===== src/rtl/icache_direct_mapped.sv =====
// Direct-mapped read-only instruction cache.
// Hits are answered combinationally in the request cycle; a miss stalls fetch
// and refills the whole line one word per cycle from zero-latency memory.
// A flush clears every valid bit; a flush seen mid-refill is remembered and
// applied when the refill finishes, so the freshly filled line is dropped too.
module icache_direct_mapped #(
  parameter int ADDR_WIDTH     = 32,
  parameter int NUM_LINES      = 16,
  parameter int WORDS_PER_LINE = 4
) (
  input  logic                  clk,
  input  logic                  rst_n,
  input  logic                  req_valid,
  input  logic [ADDR_WIDTH-1:0] req_addr,
  input  logic                  flush,
  output logic                  resp_valid,
  output logic [31:0]           resp_instr,
  output logic                  stall,
  output logic                  mem_rd,
  output logic [ADDR_WIDTH-1:0] mem_addr,
  input  logic [31:0]           mem_data,
  output logic [31:0]           hit_count,
  output logic [31:0]           miss_count
);

  localparam int WSEL_W = $clog2(WORDS_PER_LINE);
  localparam int IDX_W  = $clog2(NUM_LINES);
  localparam int OFF    = WSEL_W + 2;
  localparam int TAG_W  = ADDR_WIDTH - OFF - IDX_W;

  typedef enum logic [0:0] {
    IDLE   = 1'b0,
    REFILL = 1'b1
  } state_t;

  state_t state_r, state_nxt_s;

  logic [NUM_LINES-1:0] valid_r;
  logic [TAG_W-1:0]     tag_r  [NUM_LINES];
  logic [31:0]          data_r [NUM_LINES][WORDS_PER_LINE];

  logic [WSEL_W-1:0] cnt_r;
  logic [IDX_W-1:0]  refill_idx_r;
  logic [TAG_W-1:0]  refill_tag_r;
  logic              flush_pending_r;
  logic [31:0]       hit_count_r;
  logic [31:0]       miss_count_r;

  logic [WSEL_W-1:0]     req_wsel_s;
  logic [IDX_W-1:0]      req_idx_s;
  logic [TAG_W-1:0]      req_tag_s;
  logic                  hit_s;
  logic                  refill_last_s;
  logic                  count_hit_s;
  logic                  count_miss_s;
  logic                  resp_valid_s;
  logic [31:0]           resp_instr_s;
  logic                  stall_s;
  logic                  mem_rd_s;
  logic [ADDR_WIDTH-1:0] mem_addr_s;
  logic                  unused_addr_bits_s;

  assign req_wsel_s         = req_addr[OFF-1:2];
  assign req_idx_s          = req_addr[OFF+IDX_W-1:OFF];
  assign req_tag_s          = req_addr[ADDR_WIDTH-1:OFF+IDX_W];
  assign unused_addr_bits_s = ^req_addr[1:0];

  // flush wins over a lookup so a request in the flush cycle always refills
  assign hit_s = req_valid & valid_r[req_idx_s] & (tag_r[req_idx_s] == req_tag_s) & ~flush;
  assign refill_last_s = (state_r == REFILL) && (cnt_r == WSEL_W'(WORDS_PER_LINE - 1));

  // Next-state decode and the combinational fetch/memory-side outputs
  always_comb begin
    state_nxt_s  = state_r;
    resp_valid_s = 1'b0;
    resp_instr_s = 32'd0;
    stall_s      = 1'b0;
    mem_rd_s     = 1'b0;
    mem_addr_s   = {ADDR_WIDTH{1'b0}};
    count_hit_s  = 1'b0;
    count_miss_s = 1'b0;
    case (state_r)
      IDLE: begin
        if (hit_s) begin
          resp_valid_s = 1'b1;
          resp_instr_s = data_r[req_idx_s][req_wsel_s];
          count_hit_s  = 1'b1;
        end else if (req_valid) begin
          stall_s      = 1'b1;
          count_miss_s = 1'b1;
          state_nxt_s  = REFILL;
        end else begin
          state_nxt_s = IDLE;
        end
      end
      REFILL: begin
        stall_s    = 1'b1;
        mem_rd_s   = 1'b1;
        mem_addr_s = {refill_tag_r, refill_idx_r, cnt_r, 2'b00};
        if (refill_last_s) begin
          state_nxt_s = IDLE;
        end else begin
          state_nxt_s = REFILL;
        end
      end
      default: begin
        state_nxt_s = IDLE;
      end
    endcase
  end

  // Outputs stay quiet while reset is held, even if fetch keeps a request up
  assign resp_valid = resp_valid_s & rst_n;
  assign resp_instr = rst_n ? resp_instr_s : 32'd0;
  assign stall      = stall_s & rst_n;
  assign mem_rd     = mem_rd_s & rst_n;
  assign mem_addr   = rst_n ? mem_addr_s : {ADDR_WIDTH{1'b0}};
  assign hit_count  = hit_count_r;
  assign miss_count = miss_count_r;

  // Control state: FSM, refill bookkeeping, valid bits and pending flush
  always_ff @(posedge clk or negedge rst_n) begin
    if (!rst_n) begin
      state_r         <= IDLE;
      cnt_r           <= {WSEL_W{1'b0}};
      refill_idx_r    <= {IDX_W{1'b0}};
      refill_tag_r    <= {TAG_W{1'b0}};
      flush_pending_r <= 1'b0;
      valid_r         <= {NUM_LINES{1'b0}};
    end else begin
      state_r <= state_nxt_s;
      case (state_r)
        IDLE: begin
          if (flush) begin
            valid_r <= {NUM_LINES{1'b0}};
          end
          if (count_miss_s) begin
            refill_idx_r <= req_idx_s;
            refill_tag_r <= req_tag_s;
            cnt_r        <= {WSEL_W{1'b0}};
          end
        end
        REFILL: begin
          cnt_r <= cnt_r + WSEL_W'(1);
          if (refill_last_s) begin
            if (flush_pending_r || flush) begin
              valid_r <= {NUM_LINES{1'b0}};
            end else begin
              valid_r[refill_idx_r] <= 1'b1;
            end
            flush_pending_r <= 1'b0;
          end else if (flush) begin
            flush_pending_r <= 1'b1;
          end
        end
        default: begin
          state_r <= IDLE;
        end
      endcase
    end
  end

  // Tag and data arrays: written only during refill, never reset
  always_ff @(posedge clk) begin
    if (state_r == REFILL) begin
      data_r[refill_idx_r][cnt_r] <= mem_data;
      if (refill_last_s) begin
        tag_r[refill_idx_r] <= refill_tag_r;
      end
    end
  end

  // Saturating performance counters, advanced only by IDLE lookups
  always_ff @(posedge clk or negedge rst_n) begin
    if (!rst_n) begin
      hit_count_r  <= 32'd0;
      miss_count_r <= 32'd0;
    end else begin
      if (count_hit_s && (hit_count_r != 32'hFFFF_FFFF)) begin
        hit_count_r <= hit_count_r + 32'd1;
      end
      if (count_miss_s && (miss_count_r != 32'hFFFF_FFFF)) begin
        miss_count_r <= miss_count_r + 32'd1;
      end
    end
  end

endmodule

===== config.mk =====
export PLATFORM = sky130hd
export DESIGN_NAME = icache_direct_mapped
export DESIGN_NICKNAME = d
export VERILOG_FILES = /design/src/rtl/icache_direct_mapped.sv
export SDC_FILE = /design/constraint.sdc
export NUM_CORES = 2
export LEC_CHECK = 0
export BUFFER_PORTS_ARGS = -buffer_cell sky130_fd_sc_hd__clkbuf_2
export CAP_MARGIN = 40
export CORE_AREA = 5 5 503 505
export CTS_BUF_LIST = sky130_fd_sc_hd__clkbuf_2 sky130_fd_sc_hd__clkbuf_4 sky130_fd_sc_hd__clkbuf_8
export DETAILED_ROUTE_END_ITERATION = 8
export DIE_AREA = 0 0 508 510
export PLACE_DENSITY = 0.56
export SLEW_MARGIN = 20
export SYNTH_ARGS = -nofsm -noshare
export SYNTH_HDL_FRONTEND = slang
export SYNTH_SLANG_ARGS = --single-unit

===== constraint.sdc =====
create_clock -name clk -period 10.6 [get_ports clk]
set_clock_uncertainty 0.1 [all_clocks]
set_input_delay 1.06 -clock clk [delete_from_list [all_inputs] [get_ports clk]]
set_output_delay 1.06 -clock clk [all_outputs]
set_load 0.05 [all_outputs]

# Yosys cells after proc, flatten, opt, wreduce, memory -nomap -nowiden
# Memories as Yosys holds them, arrays and structs flattened.
# Index checks and enable logic that the tools add are counted.
[totals]
register_bits = 112
word_cells = 82
memories = 2
ramBits = 2432
out_inout_bits = 131
[classes]
magnitude_cmp = 6
eq_ne = 7
muxes = 35
reduce_logical = 10
add_sub_neg = 3
n_bitwise = 11
[mem_list]
columns = ["memory", "depth", "width", "read_ports", "rd_clocked_by_memory_dff", "write_ports", "line", "rtl"]
rows = [
  ["data_r", 16, 128, 1, 0, 1, "40", "logic [31:0] data_r [NUM_LINES][WORDS_PER_LINE];"],
  ["tag_r", 16, 24, 1, 0, 1, "39", "logic [TAG_W-1:0] tag_r [NUM_LINES];"],
]
[ops]
columns = ["cell", "count"]
rows = [
  ["32-bit 2-to-1 mux", 8],
  ["128-bit 2-to-1 mux", 1],
  ["32-bit by 1-bit adder with 32-bit output (second input constant)", 2],
  ["32-bit binary-select mux with 2-bit select", 1],
  ["32-bit demux with 2-bit select", 1],
  ["32-bit inequality test (second input constant)", 2],
  ["16-bit 2-to-1 mux", 3],
  ["16-bit one-hot mux with 2 select lines", 1],
  ["24-bit equality test", 1],
  ["16-bit bitwise OR", 1],
  ["1-bit 2-to-1 mux", 14],
  ["4-bit by 5-bit less-than comparator with 1-bit output (second input constant)", 2],
  ["1-bit bitwise AND", 6],
  ["3-bit >= comparator (second input constant)", 2],
  ["2-bit inverter with 3-bit output", 2],
  ["2-bit AND reduction", 3],
  ["1-bit logical AND", 5],
  ["1-bit binary-select mux with 4-bit select", 1],
  ["1-bit demux with 4-bit select", 1],
  ["4-bit by 1-bit >= comparator with 1-bit output (second input constant)", 1],
  ["2-bit inequality test (second input constant)", 2],
  ["1-bit one-hot mux with 2 select lines", 2],
  ["2-bit one-hot mux with 2 select lines", 1],
  ["3-bit by 1-bit less-than comparator with 1-bit output (second input constant)", 1],
  ["7 further kinds", 8],
]

# Logic depth before layout (Yosys ltp)
[logic_depth]
word_depth = 9
depth_mapped = 14
ltp_nobuf = 10

# Worst setup path after synthesis
# Ideal clock, no wire load.
[synth_timing]
path_kind = "input port to output port"
from = "input port req_addr[6]"
to = "output port resp_instr[10]"
arrival_time_ns = 4.165
required_time_ns = 9.440
path_stages = 13
path_buffers = 4
setup_slack_ns = 5.275
cell_sequence = "buf_2 > buf_4 > buf_2 > mux4_2 > xor2_1 > and2_0 > nor4_1 > o2111ai_1 > nor3_2 > nand3_4 > nand3b_4 > clkbuf_1 > nor2b_1"
[synth_between]
elab_chain_cells = 8
[synth_rtl]
columns = ["item", "line", "rtl"]
rows = [
  ["start: declaration", "14", "input logic [ADDR_WIDTH-1:0] req_addr,"],
  ["parallel branches: the longest is 5 deep, another holds memory read 16 x 24 bit", "n/a", ""],
  ["32-bit 2-to-1 mux (*)", "84", "if (hit_s) begin"],
  ["32-bit 2-to-1 mux (*)", "82", "case (state_r)"],
  ["32-bit 2-to-1 mux (*)", "114", "assign resp_instr = rst_n ? resp_instr_s : 32'd0;"],
  ["end: declaration", "17", "output logic [31:0] resp_instr,"],
]
# Mark *: on every way between the ends. The select of a mux whose other input is x is not followed.

# Worst setup path after layout
[layout_timing]
from = "input port req_addr[5]"
to = "output port resp_instr[26]"
# The elaborated chain is that of the path after synthesis.

==> results.md <==
* Status: finished clean
* Placeable Area at 0.248 mm^2
* Worst Path Buf+Inv at 3
* Slew headroom at 31.8%
* IO buf count at 194
* Clk buf depth at 4
* Post-Synth Adder-Cell Area at 0.0761%
* XOR/XNOR share of the synthesized area at 0.870%
* Int Pwr at 17.2 mW
* Slowest stage delay, CP at between 0.6 and 0.7 ns
* Max IR drop VDD at 0.112 mV
* Number of global-route vias before repair at 49.1k
* Post-cts repair resize count at 0
* Main combinational cell family by area after synthesis: multiplexers
* Die ar. at 0.259 mm^2
* Total CTS buffers at 422
* Via count at 47.1k
* Post-synth top cells: 2432 x edfxtp_1, 754 x mux4_2, 121 x clkbuf_1, 117 x nor2_1, 112 x dfrtp_1
* CTS Sinks at about 2.5k
* Max Clk Rate at 0.133 GHz
* Class of the most critical setup path: primary input to primary output
* Avg Inst Size Synth at 23.4 um^2
* Largest net degree at the start of global routing at 146
* Total gr overflow at 0
* Antenna-violating nets left at 0
* Main area contributors after synthesis: edfxtp_1 74%, mux4_2 17%, dfrtp_1 2.8%
* Gr usage total at 19.9%
* Top-count cell post-synth: edfxtp_1
* # rows at 183
* Worst slew pin tran at 1.02 ns
* R2R Path End: refill_idx_r[3]$_DFFE_PN0P_
* Yosys cell types at 68
* Mux contribution to synthesized area at 18.4%
* Critical Path Sink Type: primary output
* Register area share after synthesis at around 77%
* Clk_lat worst skew at between 1 and 1.5 ns
* Vias per cell at ~5.6
* CP arrival at 6.38 ns
* Clock-pin slew on the worst setup and hold paths at 0.06 ns
* Period utilization at 71.1%
* Post-synthesis sequential element count at 2544
* Dpl hpwl at 140000 um
* Switching share of power at 25.2%
* Seq pwr share at 53.1%
* CTS tree: built
* Delay-heaviest family, CP: simple AND/OR/NAND/NOR gates
* Cell Area, Synth at around 0.099 mm^2
* Placed cells at 7684
* Simple-Gate Fraction of Synth Area at 2.14%
* Initial DRC count at 4440
* Fillcell total at 20.7k
* Synth Area in Compound Gates at less than 1%
* H-tree depth at 5
* Predominant post-synthesis flop cell: edfxtp_1
* Placed Area at 0.105 mm^2
* Leakage at 36.5 nW
* Count of pins over their slew limit at 0
* Asr flop ratio synth at between 4 and 5%
* GPL Wtd Cong at 0.738
* Initial antenna violation count at 32
* Final Hold Viols at 0
* Tmin final at 7.54 ns
* Final setup viols at 0
* Die width at just over 500 um
* Post-synth EDFFs at 2432
* Post-route insts no fill at between 8k and 9k
* Fin area at 0.114 mm^2
* Synth warn at 0
* Router iterations before antenna repair at 5
* Worst Path Required at 9.44 ns
* Remaining DRCs at 0
* Hold WC Path Type: primary input to register
* Unrepaired setup endpoints after global routing: false
* Clock power frac at 36.4%
* Root buffer cell: clkbuf_8
* R2R cell count at 10
* Reg2reg setup slack at about 6.5 ns
* Setup Total Neg Slack at 0 ns
* Die Ht at 510 um
* Cells after Synth at approximately 4.2k
* Worst hold margin at between 0.1 and 0.15 ns
* Area Growth Syn to Fin at 15.3%
* Largest area contributor in the netlist: edfxtp_1
* P_sw at 5.79 mW
* Worst setup path start: req_addr[5]
* Initial core utilization at between 30 and 40%
* Kind of start point of the critical path: primary input
* DR WL/cell at between 30 and 40 um
* Critical R2R Launch: tag_r[7][4]$_DFFE_PP_
* Post-synth top area share at 74.0%
* P per Cell Area at 202 mW/mm^2
* First-pass GRT wire length at 367000 um
* CP cell instances: buf_8 > buf_12 > mux2i_1 > nor2_1 > a311o_1 > o21ai_0 > and4_1 > nand3_4 > nand3b_4 > nor2b_1 > clkbuf_2
* Gate power share at a little over a tenth
* Levels on crit path at 11
* Share of cells above drive strength 1 at between 30% and 40%
* Slowest CP cell: buf_8
* Worst Setup EP: resp_instr[26]
* IO Count at a little under 200
* MaxCap Viol Count at 0
* Crit-path max FO at between 100 and 150
* Final core occ at ~46%
* WL final at 260000 um
* Nets at just under 5k
==> layout by cell type, fill, tap and decap left out, types with 6 or more instances in the layout <==
cell type,instances
a21oi_1,8
a22oi_1,7
a31oi_1,11
a41oi_1,6
and3_1,48
buf_12,51
buf_16,12
buf_4,113
bufinv_16,9
clkbuf_2,187
clkbuf_4,144
clkbuf_8,443
clkinv_1,96
clkinv_2,44
clkinvlp_4,10
dfrtp_1,111
diode_2,12
edfxtp_1,2432
ha_1,6
inv_1,16
mux2_1,21
mux2_2,22
mux2i_1,59
mux4_2,754
nand2_1,39
nand3_1,46
nand4_1,15
nor2_1,37
nor2_4,80
nor2b_1,43
nor3_1,32
o21ai_0,8
or4_1,9
xnor2_1,54
xor2_1,44
==> how the worst min path moves through the flow <==
stage,from,to,depth (start not counted)
3_5_place_dp,hit_count[6]$_DFFE_PN0P_,hit_count[6]$_DFFE_PN0P_,1
3_3_place_gp,valid_r[6]$_DFFE_PN0P_,valid_r[6]$_DFFE_PN0P_,2
2_1_floorplan,valid_r[4]$_DFFE_PN0P_,valid_r[4]$_DFFE_PN0P_,2
5_1_grt,req_addr[15],refill_tag_r[7]$_DFFE_PN0P_,2
6_report,req_addr[13],refill_tag_r[5]$_DFFE_PN0P_,2
4_1_cts,req_addr[27],refill_tag_r[19]$_DFFE_PN0P_,2
==> flip-flops by register name, summed over array words and instances (netlist names) <==
register and cells:
flush_pending_r 1, data_r 2048, state_r 1, tag_r 384, hit_count 32, refill_tag_r 24
miss_count 32, refill_idx_r 4, valid_r 16, cnt_r 2
==> layout make-up <==
class                      instances  area [um^2]  area share (%)
sequential                      2544        75800            66.7
clock buffer                     585         7160            6.29
antenna                           12         30.0          0.0264
multi-input combinational       1426        22300            19.6
clock inverter                   162          957           0.842
timing repair buffer             371         3230            2.84
inverter                          18         67.6          0.0594
tap                             3330         4170            3.66
==> routing by layer <==
metal / track usage (%) / wire length (um)
met2: 32.7 / 129000
met1: 27.6 / 109000
met4: 5.15 / 5290
met3: 3.75 / 16100
met5: 0 / 51
==> timing repair <==
item | in CTS | in global routing
hold buffers | 1 | 0
setup buffers | 0 | 0
setup endpoints to repair | 0 | 0
endpoints found under the hold margin | 24 | 0
==> kinds of logic after synthesis <==
logic type                 Yosys count
and+or+nand+nor                    393
other                                1
adders and majority gates            6
buffers and inverters              247
muxes                              858
DFF                               2544
AOI/OAI and AO/OA                   69
xor gates and xnor gates            98
==> power groups by stage <==
stage / combinational (mW) / clock [mW] / sequential, mW
after floorplan: 1.27 / 0 / 12.3
after global placement: 2.34 / 0 / 12.4
after detailed placement: 2.43 / 0 / 12.4
after CTS: 2.44 / 8.59 / 12.2
after global routing: 2.53 / 9.07 / 12.2
final: 2.41 / 8.37 / 12.2
==> through the flow <==
step                      power (mW)  setup slack, ns
after global placement          14.7             2.84
after global routing            23.8             2.73
after detailed placement        14.8             2.86
final                           23.0             3.06
after floorplan                 13.6             5.27
after CTS                       23.2             2.85
(Power assumes the default switching activity.)
